### config.mk
export PLATFORM = sky130hd
export DESIGN_NAME = hub75_rx
export DESIGN_NICKNAME = d
export VERILOG_FILES = /design/src/rtl/hub75_pkg.sv /design/src/rtl/hub75_sync.sv /design/src/rtl/hub75_rx.sv
export SDC_FILE = /design/constraint.sdc
export NUM_CORES = 1
export LEC_CHECK = 0
export BUFFER_PORTS_ARGS = -buffer_cell sky130_fd_sc_hd__buf_4
export CORE_ASPECT_RATIO = 0.6
export CORE_MARGIN = 2
export CORE_UTILIZATION = 30
export DETAILED_ROUTE_END_ITERATION = 8
export MAX_ROUTING_LAYER = met4
export PLACE_DENSITY = 0.42
export RECOVER_POWER = 25
export SLEW_MARGIN = 0
export SYNTH_ARGS = -nofsm -noshare
export SYNTH_HDL_FRONTEND = slang
export SYNTH_SLANG_ARGS = --single-unit
### constraint.sdc
create_clock -name clk -period 3.9 [get_ports clk]
set_input_delay 0.585 -clock clk [delete_from_list [all_inputs] [get_ports clk]]
set_output_delay 0.585 -clock clk [all_outputs]
set_load 0.02 [all_outputs]
### src/rtl/hub75_pkg.sv
// Shared types and defaults for the HUB75 line receiver.
package hub75_pkg;

  localparam int COLS_DEFAULT     = 32;
  localparam int ROW_BITS_DEFAULT = 4;

  typedef enum logic [1:0] {
    ST_IDLE = 2'd0,
    ST_TOP  = 2'd1,
    ST_BOT  = 2'd2
  } drain_state_e;

  // One shifted column: upper-half {r,g,b} and lower-half {r,g,b}.
  typedef struct packed {
    logic [2:0] hi;
    logic [2:0] lo;
  } pix_pair_t;

  function automatic pix_pair_t make_pair(input logic [1:0] r,
                                          input logic [1:0] g,
                                          input logic [1:0] b);
    pix_pair_t p;
    p.hi = {r[1], g[1], b[1]};
    p.lo = {r[0], g[0], b[0]};
    return p;
  endfunction

endpackage

### src/rtl/hub75_sync.sv
// Two-flop synchronizer for all panel inputs, plus a third stage for rise
// detection on the shift clock (bit W-2) and latch (bit W-1).
module hub75_sync
  import hub75_pkg::*;
#(
  parameter int W = ROW_BITS_DEFAULT + 9
) (
  input  logic         clk_i,
  input  logic         rst_ni,
  input  logic [W-1:0] bits_i,
  output logic [W-3:0] data_o,
  output logic         clk_rise_o,
  output logic         lat_rise_o
);

  logic [W-1:0] s1_q, s2_q, s3_q;
  logic         clk_rise_q, lat_rise_q;

  always_ff @(posedge clk_i or negedge rst_ni) begin
    if (!rst_ni) begin
      s1_q       <= '0;
      s2_q       <= '0;
      s3_q       <= '0;
      clk_rise_q <= 1'b0;
      lat_rise_q <= 1'b0;
    end else begin
      s1_q       <= bits_i;
      s2_q       <= s1_q;
      s3_q       <= s2_q;
      clk_rise_q <= s2_q[W-2] & ~s3_q[W-2];
      lat_rise_q <= s2_q[W-1] & ~s3_q[W-1];
    end
  end

  // Stage 3 data lines up with the registered rise pulses.
  assign data_o     = s3_q[W-3:0];
  assign clk_rise_o = clk_rise_q;
  assign lat_rise_o = lat_rise_q;

endmodule

### src/rtl/hub75_rx.sv
// HUB75 panel-bus receiver: captures shifted columns, snapshots them on latch
// and drains the line as top-half then bottom-half pixels over a valid/ready port.
module hub75_rx
  import hub75_pkg::*;
#(
  parameter int COLS     = COLS_DEFAULT,
  parameter int ROW_BITS = ROW_BITS_DEFAULT
) (
  input  logic                    clk,
  input  logic                    rst,
  input  logic [1:0]              mat_r,
  input  logic [1:0]              mat_g,
  input  logic [1:0]              mat_b,
  input  logic [ROW_BITS-1:0]     mat_row,
  input  logic                    mat_clk,
  input  logic                    mat_lat,
  input  logic                    mat_oe,
  output logic                    px_valid,
  input  logic                    px_ready,
  output logic [$clog2(COLS)-1:0] px_x,
  output logic [ROW_BITS:0]       px_y,
  output logic [2:0]              px_rgb,
  output logic                    line_done,
  output logic                    err_len,
  output logic                    err_ovr,
  output logic [15:0]             oe_cycles
);

  localparam int XW     = $clog2(COLS);
  localparam int CW     = $clog2(COLS + 2);
  localparam int DW     = 7 + ROW_BITS;
  localparam int SW     = DW + 2;
  localparam int OE_BIT = 6 + ROW_BITS;
  localparam logic [XW-1:0] X_LAST   = XW'(COLS - 1);
  localparam logic [CW-1:0] CNT_FULL = CW'(COLS);
  localparam logic [CW-1:0] CNT_SAT  = CW'(COLS + 1);

  logic [SW-1:0]       raw_bits;
  logic [DW-1:0]       syn_bits;
  logic                clk_rise, lat_rise;
  pix_pair_t           col_in;
  logic [ROW_BITS-1:0] row_in;
  logic                oe_n;

  assign raw_bits = {mat_lat, mat_clk, mat_oe, mat_row, mat_b, mat_g, mat_r};

  hub75_sync #(.W(SW)) u_sync (
    .clk_i      (clk),
    .rst_ni     (rst),
    .bits_i     (raw_bits),
    .data_o     (syn_bits),
    .clk_rise_o (clk_rise),
    .lat_rise_o (lat_rise)
  );

  assign col_in = make_pair(syn_bits[1:0], syn_bits[3:2], syn_bits[5:4]);
  assign row_in = syn_bits[6 +: ROW_BITS];
  assign oe_n   = syn_bits[OE_BIT];

  pix_pair_t [COLS-1:0] shift_q, shift_d, snap_q;
  logic [CW-1:0]        col_q, col_sh, col_d;
  logic [ROW_BITS-1:0]  row_q;
  logic                 err_len_q, err_ovr_q;
  logic [15:0]          oe_cnt_q, oe_cycles_q;

  drain_state_e         state_q, state_d;
  logic [XW-1:0]        x_q, x_d;
  logic                 vld_q, vld_d;
  logic [XW-1:0]        px_x_q, px_x_d;
  logic [ROW_BITS:0]    px_y_q, px_y_d;
  logic [2:0]           rgb_q, rgb_d;
  logic                 last_q, last_d;
  logic                 line_done_q, line_done_d;
  logic                 load;

  // Shift happens before the latch sees the count, so a same-cycle column is kept.
  always_comb begin
    shift_d = shift_q;
    col_sh  = col_q;
    if (clk_rise) begin
      shift_d = {shift_q[COLS-2:0], col_in};
      if (col_q != CNT_SAT) col_sh = col_q + 1'b1;
    end
    col_d = lat_rise ? '0 : col_sh;
  end

  always_ff @(posedge clk or negedge rst) begin
    if (!rst) begin
      shift_q     <= '0;
      snap_q      <= '0;
      col_q       <= '0;
      row_q       <= '0;
      err_len_q   <= 1'b0;
      err_ovr_q   <= 1'b0;
      oe_cnt_q    <= '0;
      oe_cycles_q <= '0;
    end else begin
      shift_q <= shift_d;
      col_q   <= col_d;
      if (lat_rise) begin
        snap_q      <= shift_d;
        row_q       <= row_in;
        oe_cycles_q <= oe_cnt_q;
        oe_cnt_q    <= '0;
        if (col_sh != CNT_FULL) err_len_q <= 1'b1;
        if (state_q != ST_IDLE || vld_q) err_ovr_q <= 1'b1;
      end else if (!oe_n && oe_cnt_q != 16'hFFFF) begin
        oe_cnt_q <= oe_cnt_q + 1'b1;
      end
    end
  end

  // The FSM walks x over the snapshot; the output register is a one-deep
  // stage refilled whenever it is empty or being accepted.
  assign load = ~vld_q | px_ready;

  always_comb begin
    state_d     = state_q;
    x_d         = x_q;
    vld_d       = vld_q;
    px_x_d      = px_x_q;
    px_y_d      = px_y_q;
    rgb_d       = rgb_q;
    last_d      = last_q;
    line_done_d = vld_q & px_ready & last_q;
    if (lat_rise) begin
      state_d = ST_TOP;
      x_d     = '0;
      vld_d   = 1'b0;
      last_d  = 1'b0;
    end else if (load) begin
      vld_d  = 1'b0;
      last_d = 1'b0;
      if (state_q != ST_IDLE) begin
        vld_d  = 1'b1;
        px_x_d = x_q;
        px_y_d = {state_q == ST_BOT, row_q};
        rgb_d  = (state_q == ST_BOT) ? snap_q[x_q].lo : snap_q[x_q].hi;
        last_d = (state_q == ST_BOT) && (x_q == X_LAST);
        x_d    = x_q + 1'b1;
        if (x_q == X_LAST) state_d = (state_q == ST_TOP) ? ST_BOT : ST_IDLE;
      end
    end
  end

  always_ff @(posedge clk or negedge rst) begin
    if (!rst) begin
      state_q     <= ST_IDLE;
      x_q         <= '0;
      vld_q       <= 1'b0;
      px_x_q      <= '0;
      px_y_q      <= '0;
      rgb_q       <= '0;
      last_q      <= 1'b0;
      line_done_q <= 1'b0;
    end else begin
      state_q     <= state_d;
      x_q         <= x_d;
      vld_q       <= vld_d;
      px_x_q      <= px_x_d;
      px_y_q      <= px_y_d;
      rgb_q       <= rgb_d;
      last_q      <= last_d;
      line_done_q <= line_done_d;
    end
  end

  assign px_valid  = vld_q;
  assign px_x      = px_x_q;
  assign px_y      = px_y_q;
  assign px_rgb    = rgb_q;
  assign line_done = line_done_q;
  assign err_len   = err_len_q;
  assign err_ovr   = err_ovr_q;
  assign oe_cycles = oe_cycles_q;

endmodule

==> implementation parameters, run 1 <==
Parameter                              Value

Drt
  Final antenna-violating net count    0
  Drt via density    4.584
  Final WL    46530 µm
  Per-cell routed wire length    17.52 µm
  Starting DRT DRC Count    728
  Count of TritonRoute iterations in the first routing pass    4
  Vias after detailed routing    12170
  Post-route DRC    0

Placement
  Estimated wirelength of the detail-placed design    29000 µm
  Cells after DPL    2565
  Number of input and output port buffers inserted    48
  Routability congestion estimate    0.7769

Final layout
  Number of standard cells in the final layout excluding fillers    2655
  Utilization after layout    34.70%
  Most frequent standard cell in the layout excluding fill and tap cells    sky130_fd_sc_hd__nor2_1
  Layout area overhead    14.95%
  Layout cells sized above 1    21.31%
  Diode count    0
  Filler Cells Inserted    6576
  Layout Nets    1738
  Most frequent cells in the layout    sky130_fd_sc_hd__nor2_1 (600), sky130_fd_sc_hd__dfrtp_1 (489), sky130_fd_sc_hd__mux2_2 (186), sky130_fd_sc_hd__nand2_1 (54), sky130_fd_sc_hd__clkbuf_16 (49)

STA
  Setup repair after global routing missed its margin    no
  Clock period minus final worst setup slack    2.770 ns
  Max-slew headroom    -59.46%
  Worst-margin pin slew    2.392 ns
  Max-slew violations    134
  Total negative slack    0 ns
  Final-report hold violation count    0
  Final period utilization    71.02%
  Peak clock frequency supported by timing    0.3610 GHz
  Number of failing setup endpoints in the final timing report    0
  Worst clock skew on the final layout    0.02879 ns

Worst setup path
  Required arrival time at the worst endpoint    4.37 ns
  Slowest stage cell, crit path    sky130_fd_sc_hd__clkbuf_2
  Category of the critical setup timing path    reg -> reg
  Count of buffer and inverter cells on the critical path    1
  Startpoint kind of the worst setup timing path    flop
  Cell-by-cell trace of the critical path    clkbuf_2, mux2_2, nor2_1, nor2_1
  Capturing element type of the critical path    flop
  CP delay by family, top    buffers and inverters
  Launching instance or port of the critical path    u_sync.clk_rise_o$_DFF_PN0_
  Arrival time at the worst endpoint    3.24 ns
  CP dominant cell by count    sky130_fd_sc_hd__nor2_1
  Crit Path Max Fanout    59
  Start of the worst register-to-register path    u_sync.clk_rise_o$_DFF_PN0_
  Peak per-stage delay on the critical path    1.25 ns

Floorplan
  Num ports    49
  Floorplan die height    203.4 µm
  Overall die width    336.3 µm
  Die Area    0.06841 mm²
  Floorplan Core Area    0.06585 mm²
  Num rows    73
  Initial core utilization    30.19%

Min path
  Class of the tightest hold or removal check    in -> reg
  Launch point of the worst hold path    mat_b[1]

Pwr
  Leak Pwr    10.38 nW
  Proportion of power drawn by flip-flops and latches    48.3%
  Internal    10.00 mW
  Proportion of power drawn by combinational gates    18.0%
  Clock Power Share    33.7%
  Worst IR drop on VDD    314.1 µV
  Switching power total    4.133 mW
  P per Cell Area    618.5 mW/mm²
  Sw frac    29.24%

Clocking
  Number of buffers created by CTS    49
  Clock tree buffer depth    3
  CTS tree    done
  Sink Count    492
  CTS H-tree lvls    2
  Resized cells post-CTS    0
  CTS root buffer    sky130_fd_sc_hd__clkbuf_16
  Clock transition at path regs    0.06 ns
  Worst-skew pair later-pin latency    0.60 ns

Global route
  Total overflow reported by the global router    0
  Via count of the first global-routing pass    12230
  GRT Total Usage    14.41%
  Pin count of the biggest net entering global routing    196
  Wire length of the first global-routing pass    75190 µm
  Initial antenna violation count    0

Job
  Max cap viols    2

Status
  Violations in the final reports    max-capacitance violations, max-slew violations
  Status    finished with violations

Synthesis
  Total of flip-flops plus latches after synthesis    492
  Seq/Total Area, Yosys    61.93%
  Yosys warns    0
  Fraction of registers with async set/reset    100.0%
  Syn Area/Cell    11.78 µm²
  Area of the mapped netlist    0.01988 mm²
  Primary FF master, synth    sky130_fd_sc_hd__dfrtp_1
  Mapped Nets    1709
  EDFF count, synth    0
  Cell variety after synth    53
  Post-Synthesis Cells    1688
final timing paths:
| path | depth (start not counted) | endpoint | slack [ns] |
|---|---|---|---|
| worst max-delay path | 4 | snap_q[87]$_DFFE_PN0P_ | 1.13 |
| worst min-delay path | 1 | u_sync.s1_q[5]$_DFF_PN0_ | 0.11 |
| worst max register to register | 4 | snap_q[87]$_DFFE_PN0P_ | 1.13 |
| worst min register to register | 0 | u_sync.s3_q[10]$_DFF_PN0_ | 0.35 |
| max in group asynchronous | 2 | shift_q[45]$_DFF_PN0_ | 1.20 |
| min in group asynchronous | 2 | shift_q[28]$_DFF_PN0_ | 1.23 |
cells by family after synthesis:
| logic type | after synthesis | synth area share (%) |
|---|---|---|
| simple gates | 720 | 14.43 |
| flops | 492 | 61.93 |
| fa+ha+maj | 5 | 0.3147 |
| compound gates | 66 | 2.404 |
| mux | 286 | 17.90 |
| buf+inv | 102 | 2.272 |
| xor+xnor | 17 | 0.7490 |
final cells by class:
cell class | instances | area, µm² | share of cell area [%]
clock buffer | 67 | 1394 | 6.099
clock inverter | 22 | 203.9 | 0.8925
inverter | 9 | 38.79 | 0.1697
multi-input combinational | 1094 | 7116 | 31.14
sequential | 492 | 12320 | 53.91
tap | 900 | 1126 | 4.928
timing repair buffer | 71 | 653.1 | 2.858
synth_stat cells, drive strengths merged, types with 6 or more instances:
library cell	n	area, µm²
or4	6	45.04
xor2	12	105.1
mux2	216	2432
a211oi	6	45.04
inv	9	33.78
nand4	7	43.79
mux2i	36	360.4
nand3	10	50.05
mux4	34	765.7
dfrtp	492	12310
clkbuf	61	229.0
nand2	54	202.7
buf	32	188.9
a21oi	15	75.07
o2111ai	6	52.55
nor2	600	2252
nor2b	9	56.30
o21ai	7	35.03
per-layer routing:
| metal | track usage (%) | wire length, µm |
|---|---|---|
| met1 | 24.36 | 27290 |
| met2 | 16.69 | 16610 |
| met3 | 2.691 | 1859 |
| met4 | 3.379 | 770 |
| met5 | - | 0 |
timing repair:
item                      CTS  global route
hold endpoints to repair    1             0
setup buffers               0             0
hold buffers                1             0
flip-flops by register name, summed over array words and instances, names as in the netlist:
| register | cells |
|---|---|
| shift_q | 192 |
| snap_q | 192 |
| oe_cnt_q | 16 |
| oe_cycles | 16 |
| u_sync.s1_q | 13 |
| u_sync.s2_q | 13 |
| u_sync.s3_q | 13 |
| col_q | 6 |
| px_x | 5 |
| px_y | 5 |
| x_q | 5 |
| row_q | 4 |
| px_rgb | 3 |
| state_q | 2 |
| err_len | 1 |
| err_ovr | 1 |
| last_q | 1 |
| line_done | 1 |
| px_valid | 1 |
| u_sync.clk_rise_o | 1 |
| u_sync.lat_rise_o | 1 |
per-stage QoR:
stage | total power [mW] | cell area (µm²) | setup slack [ns] | hold slack (ns)
finish | 14.13 | 22850 | 1.130 | 0.1114
global route | 14.94 | 22850 | 0.7439 | 0.08006
CTS | 14.35 | 22900 | 1.274 | 0.04704
detailed placement | 9.478 | 21290 | 1.270 | 0.3363
global placement | 9.443 | 21290 | 1.318 | 0.3319
floorplan | 8.482 | 19880 | 1.813 | 0.2894
power groups by stage:
| stage | sequential, mW | clock, mW | combinational (mW) |
|---|---|---|---|
| 6_report | 6.83 | 4.76 | 2.54 |
| 5_1_grt | 6.95 | 5.15 | 2.84 |
| 4_1_cts | 6.82 | 4.93 | 2.59 |
| 3_5_place_dp | 6.90 | 0 | 2.58 |
| 3_3_place_gp | 6.92 | 0 | 2.52 |
| 2_1_floorplan | 6.51 | 0 | 1.97 |
Note: power is estimated with default switching activity, not from simulation.
==> run 2, diff against run 1 <==
Settings changed: ABC_AREA set to 1, PLACE_DENSITY 0.42 to 0.44.
Clock period 3.9 ns to 2.32 ns, I/O delays scaled along.
==> implementation parameters, run 2 <==
Parameter                              Value

Global route
  Initial antenna violation count    0 (unchanged)
  GRT Total Usage    16.02% (was 14.41%)
  Total overflow reported by the global router    0 (unchanged)
  Via count of the first global-routing pass    14790 (was 12230)
  Wire length of the first global-routing pass    85260 µm (was 75190 µm)
  Pin count of the biggest net entering global routing    159 (was 196)

Worst setup path
  Arrival time at the worst endpoint    2.57 ns (was 3.24 ns)
  Start of the worst register-to-register path    x_q[0]$_DFFE_PN0P_ (was u_sync.clk_rise_o$_DFF_PN0_)
  Worst r2r path cells    8 (was 4)
  Launching instance or port of the critical path    x_q[0]$_DFFE_PN0P_ (was u_sync.clk_rise_o$_DFF_PN0_)
  R2r endpoint    px_rgb[2]$_DFFE_PN0P_ (was snap_q[87]$_DFFE_PN0P_)
  Capturing element type of the critical path    flop (unchanged)
  Crit Path Max Fanout    47 (was 59)
  Required arrival time at the worst endpoint    2.87 ns (was 4.37 ns)
  Endpoint of the worst setup timing path    px_rgb[2]$_DFFE_PN0P_ (was snap_q[87]$_DFFE_PN0P_)
  R2r setup slk    0.30 ns (was 1.13 ns)
  Startpoint kind of the worst setup timing path    flop (unchanged)
  Category of the critical setup timing path    reg -> reg (unchanged)

Final layout
  Utilization after layout    35.27% (was 34.70%)
  Most frequent cells in the layout    sky130_fd_sc_hd__nand2_1 (942), sky130_fd_sc_hd__dfrtp_1 (490), sky130_fd_sc_hd__o21ai_0 (293), sky130_fd_sc_hd__inv_1 (178), sky130_fd_sc_hd__nand3_1 (122) (was sky130_fd_sc_hd__nor2_1 (600), sky130_fd_sc_hd__dfrtp_1 (489), sky130_fd_sc_hd__mux2_2 (186), sky130_fd_sc_hd__nand2_1 (54), sky130_fd_sc_hd__clkbuf_16 (49))
  Largest registers in the final layout    shift_q x192, snap_q x192 (unchanged)
  Fin area    0.02336 mm² (was 0.02285 mm²)
  Number of standard cells in the final layout excluding fillers    3291 (was 2655)
  Layout Nets    2373 (was 1738)
  Layout cells sized above 1    8.072% (was 21.31%)
  Layout area overhead    16.31% (was 14.95%)
  Diode count    0 (unchanged)
  Most frequent standard cell in the layout excluding fill and tap cells    sky130_fd_sc_hd__nand2_1 (was sky130_fd_sc_hd__nor2_1)

Clocking
  Clock tree buffer depth    3 (unchanged)
  CTS root buffer    sky130_fd_sc_hd__clkbuf_16 (unchanged)
  CTS tree    done (unchanged)
  Worst-skew pair later-pin latency    0.61 ns (was 0.60 ns)
  Sink Count    492 (unchanged)
  Number of buffers created by CTS    49 (unchanged)
  CTS H-tree lvls    2 (unchanged)
  Clock transition at path regs    0.07 ns (was 0.06 ns)

Synthesis
  Ranking of synthesized cells by area    sky130_fd_sc_hd__dfrtp_1 (61%), sky130_fd_sc_hd__nand2_1 (18%), sky130_fd_sc_hd__o21ai_0 (7.3%) (was sky130_fd_sc_hd__dfrtp_1 (62%), sky130_fd_sc_hd__mux2_2 (12%), sky130_fd_sc_hd__nor2_1 (11%))
  Syn Area/Cell    8.674 µm² (was 11.78 µm²)
  Yosys warns    0 (unchanged)
  Total of flip-flops plus latches after synthesis    492 (unchanged)
  Leading cell type by number of instances after synthesis    sky130_fd_sc_hd__nand2_1 (was sky130_fd_sc_hd__nor2_1)
  Fraction of registers with async set/reset    100.0% (unchanged)
  Primary FF master, synth    sky130_fd_sc_hd__dfrtp_1 (unchanged)
  Area of the mapped netlist    0.02008 mm² (was 0.01988 mm²)
  Mapped Nets    2336 (was 1709)
  Fraction of post-synthesis cell area in the top cell type by area    61.31% (was 61.93%)
  Cell variety after synth    30 (was 53)
  Seq/Total Area, Yosys    61.31% (was 61.93%)
  EDFF count, synth    0 (unchanged)
  Most frequent cells after synthesis    sky130_fd_sc_hd__nand2_1 (942), sky130_fd_sc_hd__dfrtp_1 (492), sky130_fd_sc_hd__o21ai_0 (293) (was sky130_fd_sc_hd__nor2_1 (600), sky130_fd_sc_hd__dfrtp_1 (492), sky130_fd_sc_hd__mux2_2 (216))
  Post-Synthesis Cells    2315 (was 1688)
  Leading area contributor after synthesis    sky130_fd_sc_hd__dfrtp_1 (unchanged)

Drt
  Drt via density    4.528 (was 4.584)
  Final antenna-violating net count    0 (unchanged)
  Starting DRT DRC Count    1100 (was 728)
  Count of TritonRoute iterations in the first routing pass    8 (was 4)
  Post-route DRC    0 (unchanged)
  Vias after detailed routing    14900 (was 12170)
  Per-cell routed wire length    15.67 µm (was 17.52 µm)
  Final WL    51580 µm (was 46530 µm)

Floorplan
  Floorplan die height    204.4 µm (was 203.4 µm)
  Overall die width    338.0 µm (was 336.3 µm)
  Num rows    73 (unchanged)
  Floorplan Core Area    0.06622 mm² (was 0.06585 mm²)
  Die Area    0.06909 mm² (was 0.06841 mm²)
  Initial core utilization    30.32% (was 30.19%)
  Num ports    49 (unchanged)

Placement
  Routability congestion estimate    0.7947 (was 0.7769)
  Cells after DPL    3186 (was 2565)
  Number of input and output port buffers inserted    48 (unchanged)
  Placed inst area    0.02163 mm² (was 0.02129 mm²)
  Worst slack at placement    0.3305 ns (was 1.270 ns)
  Estimated wirelength of the detail-placed design    32000 µm (was 29000 µm)

STA
  Worst-margin pin slew    1.419 ns (was 2.392 ns)
  Max-slew headroom    5.397% (was -59.46%)
  Worst setup margin    0.2973 ns (was 1.130 ns)
  Setup repair after global routing missed its margin    no (unchanged)
  Number of failing setup endpoints in the final timing report    0 (unchanged)
  Total negative slack    0 ns (unchanged)
  Final-report hold violation count    0 (unchanged)
  Peak clock frequency supported by timing    0.4944 GHz (was 0.3610 GHz)
  Max-slew violations    0 (was 134)
  Final period utilization    87.18% (was 71.02%)
  Worst Hold Slack    0.1708 ns (was 0.1114 ns)
  Clock period minus final worst setup slack    2.023 ns (was 2.770 ns)
  Worst clock skew on the final layout    0.01868 ns (was 0.02879 ns)

Status
  Status    finished, final reports clean (was finished with violations)

Min path
  Class of the tightest hold or removal check    in -> async (was in -> reg)

Pwr
  Leak Pwr    11.11 nW (was 10.38 nW)
  Power Total    22.22 mW (was 14.13 mW)
  P per Cell Area    951.4 mW/mm² (was 618.5 mW/mm²)
  Worst IR drop on VDD    516.9 µV (was 314.1 µV)

Job
  Max cap viols    0 (was 2)
==> run 2: cell count changes in the layout (fill, tap and decap cells not counted), sizes merged, moves of 9 or more <==
cell / delta
nand3: +112
mux2i: -36
nand2: +890
nor2: -558
inv: +176
dlygate4sd3: +14
o211ai: +13
nor2b: -9
mux2: -216
o21ai: +298
mux4: -34
a21oi: +19
buf: +29
==> run 2: final cells by class <==
cell class	instances	area [µm²]
inverter	184	700.7
tap	900	1126
timing repair buffer	119	1109
clock inverter	27	320.3
sequential	492	12320
fill	6849	42860
clock buffer	63	1319
multi-input combinational	1506	6462
==> run 2: how the worst min path moves through the flow <==
stage,startpoint,to,depth (start not counted)
4_1_cts,rst,snap_q[100]$_DFFE_PN0P_,2
5_1_grt,rst,snap_q[100]$_DFFE_PN0P_,2
3_5_place_dp,rst,snap_q[100]$_DFFE_PN0P_,1
2_1_floorplan,rst,col_q[0]$_DFF_PN0_,0
3_3_place_gp,rst,snap_q[100]$_DFFE_PN0P_,1
6_report,rst,snap_q[100]$_DFFE_PN0P_,2
==> run 2: where the power goes <==
group / switching [mW] / leakage (nW) / internal (mW)
Clock: 3.57 / 0.800 / 4.72
Sequential: 0.479 / 6.63 / 9.43
Combinational: 2.68 / 3.67 / 1.35
==> run 2: repair_timing <==
item | 4_1_cts | 5_1_grt
resized for setup | 0 | 0
hold endpoints to repair | 242 | 0
buffers inserted | 0 | 0
hold buffers | 15 | 0
==> run 2: kinds of logic (layout without fill, tap and decap cells) <==
family	Yosys count	in the layout	share of synthesized area [%]
AOI/OAI and AO/OA	369	369	9.540
xor gates and xnor gates	6	6	0.2617
adders and majority gates	5	5	0.3115
buffers and inverters	317	393	6.505
DFF	492	492	61.31
and+or+nand+nor	1126	1126	22.07
==> run 2: routing by layer <==
| metal | vias up | routed length (µm) | global-route usage [%] |
|---|---|---|---|
| li1 | 7386 | - | - |
| met1 | 7208 | 28200 | 25.06 |
| met2 | 240 | 20300 | 21.24 |
| met3 | 69 | 2266 | 2.723 |
| met4 | 0 | 810 | 3.381 |
| met5 | - | 0 | - |
==> run 2: critical path, cell delays in order (launching register included) <==
cell and delay, ns:
sky130_fd_sc_hd__dfrtp_4 0.51, sky130_fd_sc_hd__buf_12 0.20, sky130_fd_sc_hd__o21ai_0 0.44, sky130_fd_sc_hd__nand2_1 0.11, sky130_fd_sc_hd__nand3_1 0.20, sky130_fd_sc_hd__nand3_1 0.20
sky130_fd_sc_hd__nand3_1 0.12, sky130_fd_sc_hd__nand3_1 0.08, sky130_fd_sc_hd__nand2_1 0.09
==> run 3, diff against run 2 <==
Settings changed: CORE_ASPECT_RATIO 0.6 to unset.
==> implementation parameters, run 3 (same netlist as run 2, synthesis figures left out) <==
Parameter                              Value

Status
  Status    finished, final reports clean (unchanged)

Clocking
  Clock transition at path regs    0.06 ns (was 0.07 ns)
  CTS H-tree lvls    2 (unchanged)
  Number of buffers created by CTS    57 (was 49)
  Worst-skew pair later-pin latency    0.61 ns (about the same)
  Resized cells post-CTS    0 (unchanged)
  Clock tree buffer depth    3 (unchanged)
  CTS tree    done (unchanged)
  Sink Count    492 (unchanged)
  CTS root buffer    sky130_fd_sc_hd__clkbuf_16 (unchanged)

STA
  Peak clock frequency supported by timing    0.5337 GHz (was 0.4944 GHz)
  Final-report hold violation count    0 (unchanged)
  Clock period minus final worst setup slack    1.874 ns (was 2.023 ns)
  Setup repair after global routing missed its margin    no (unchanged)
  Worst clock skew on the final layout    0.01460 ns (was 0.01868 ns)
  Number of failing setup endpoints in the final timing report    0 (unchanged)
  Worst-margin pin slew    1.409 ns (was 1.419 ns)
  Worst setup margin    0.4463 ns (was 0.2973 ns)
  Total negative slack    0 ns (unchanged)
  Max-slew headroom    6.052% (was 5.397%)
  Max-slew violations    0 (unchanged)
  Final period utilization    80.76% (was 87.18%)

Floorplan
  Die Area    0.06902 mm² (was 0.06909 mm²)
  Num rows    94 (was 73)
  Overall die width    262.7 µm (was 338.0 µm)
  Floorplan die height    262.7 µm (was 204.4 µm)
  Num ports    49 (unchanged)
  Floorplan Core Area    0.06598 mm² (was 0.06622 mm²)
  Initial core utilization    30.43% (was 30.32%)

Pwr
  P per Cell Area    973.9 mW/mm² (was 951.4 mW/mm²)
  Power Total    22.96 mW (was 22.22 mW)
  Worst IR drop on VDD    516.6 µV (was 516.9 µV)
  Leak Pwr    11.26 nW (was 11.11 nW)

Min path
  Class of the tightest hold or removal check    in -> reg (was in -> async)
  Hold path depth    3
  Launch point of the worst hold path    px_ready

Worst setup path
  Crit Path Max Fanout    36 (was 47)
  Launching instance or port of the critical path    rst (was x_q[0]$_DFFE_PN0P_)
  Start of the worst register-to-register path    oe_cnt_q[0]$_DFFE_PN0P_ (was x_q[0]$_DFFE_PN0P_)
  Category of the critical setup timing path    in -> async (was reg -> reg)
  Required arrival time at the worst endpoint    2.98 ns (was 2.87 ns)
  Capturing element type of the critical path    asynchronous set/reset pin (was flop)
  Worst r2r path cells    9 (was 8)
  Arrival time at the worst endpoint    2.53 ns (was 2.57 ns)
  Startpoint kind of the worst setup timing path    primary input (was flop)

Placement
  Estimated wirelength of the detail-placed design    32110 µm (was 32000 µm)
  Number of input and output port buffers inserted    48 (unchanged)
  Placed inst area    0.02154 mm² (was 0.02163 mm²)
  Routability congestion estimate    0.7757 (was 0.7947)
  Worst slack at placement    0.4679 ns (was 0.3305 ns)

Final layout
  Fin area    0.02357 mm² (was 0.02336 mm²)
  Most frequent cells in the layout    sky130_fd_sc_hd__nand2_1 (942), sky130_fd_sc_hd__dfrtp_1 (489), sky130_fd_sc_hd__o21ai_0 (293), sky130_fd_sc_hd__inv_1 (178), sky130_fd_sc_hd__nand3_1 (122) (was sky130_fd_sc_hd__nand2_1 (942), sky130_fd_sc_hd__dfrtp_1 (490), sky130_fd_sc_hd__o21ai_0 (293), sky130_fd_sc_hd__inv_1 (178), sky130_fd_sc_hd__nand3_1 (122))
  Most frequent standard cell in the layout excluding fill and tap cells    sky130_fd_sc_hd__nand2_1 (unchanged)
  Layout cells sized above 1    8.607% (was 8.072%)
  Layout area overhead    17.39% (was 16.31%)
  Layout Nets    2380 (was 2373)
  Diode count    0 (unchanged)
  Utilization after layout    35.73% (was 35.27%)
  Largest registers in the final layout    shift_q x192, snap_q x192 (unchanged)

Drt
  Final WL    51000 µm (was 51580 µm)
  Vias after detailed routing    14910 (was 14900)
  Starting DRT DRC Count    935 (was 1100)
  Count of TritonRoute iterations in the first routing pass    5 (was 8)
  Post-route DRC    0 (unchanged)
  Final antenna-violating net count    0 (unchanged)
  Per-cell routed wire length    15.60 µm (was 15.67 µm)
  Drt via density    4.562 (was 4.528)

Global route
  Pin count of the biggest net entering global routing    156 (was 159)
  Initial antenna violation count    0 (unchanged)
  GRT Total Usage    15.61% (was 16.02%)
  Via count of the first global-routing pass    15330 (was 14790)
  Wire length of the first global-routing pass    85100 µm (was 85260 µm)
  Total overflow reported by the global router    0 (unchanged)

Job
  Max cap viols    0 (unchanged)
-- run 3: cell types whose count changed in the layout (fill, tap and decap cells not counted), moves of 2 or more --
cell                         before  now
sky130_fd_sc_hd__clkinvlp_4       5    1
sky130_fd_sc_hd__clkbuf_1        14   16
sky130_fd_sc_hd__clkbuf_8         4   16
sky130_fd_sc_hd__clkbuf_4        15   13
sky130_fd_sc_hd__clkbuf_16       49   59
sky130_fd_sc_hd__bufinv_16        6    3
sky130_fd_sc_hd__buf_4           68   70
-- run 3: layout make-up --
class	instances	area [µm²]
inverter	184	700.7
tap	864	1081
clock buffer	86	1738
sequential	492	12320
clock inverter	19	180.2
multi-input combinational	1506	6462
timing repair buffer	118	1087
fill	6809	42410
-- run 3: metal layers --
metal / wire length [µm] / part of all wire, % / up-vias / global-route usage [%]
li1: - / - / 7404 / -
met1: 26380 / 52 / 7210 / 22.72
met2: 21850 / 43 / 216 / 22.70
met3: 1663 / 3.3 / 84 / 2.136
met4: 1105 / 2.2 / 0 / 4.287
met5: 0 / 0 / - / -
-- run 3: timing repair --
| action | 4_1_cts | 5_1_grt |
|---|---|---|
| hold endpoints to repair | 34 | 0 |
| buffers inserted | 0 | 0 |
| hold buffers | 14 | 0 |
-- run 3: through the flow --
step,hold slack (ns),cells
2_1_floorplan,0.05241,2315
3_3_place_gp,0.3096,3150
3_5_place_dp,0.3004,3150
4_1_cts,0.04817,3269
5_1_grt,0.06783,3269
6_report,0.07676,3269
-- run 3: final timing paths --
kind	to	slack, ns
max	px_rgb[0]$_DFFE_PN0P_	0.45
min	line_done$_DFF_PN0_	0.08
max reg2reg	oe_cnt_q[9]$_DFFE_PN0P_	0.46
min reg2reg	u_sync.s3_q[6]$_DFF_PN0_	0.34
max in group clk	oe_cnt_q[9]$_DFFE_PN0P_	0.46
min in group asynchronous	shift_q[147]$_DFF_PN0_	0.59
-- run 3: power breakdown --
part	switching [mW]	internal, mW	total, mW
Clock	3.58	5.47	9.05
Combinational	2.68	1.27	3.95
Sequential	0.523	9.44	9.96
Total	6.78	16.2	23.0
-- run 3: critical path, stage by stage --
cell and delay (ns):
sky130_fd_sc_hd__dlygate4sd3_1 0.52, sky130_fd_sc_hd__clkbuf_2 1.00, sky130_fd_sc_hd__clkbuf_1 0.62
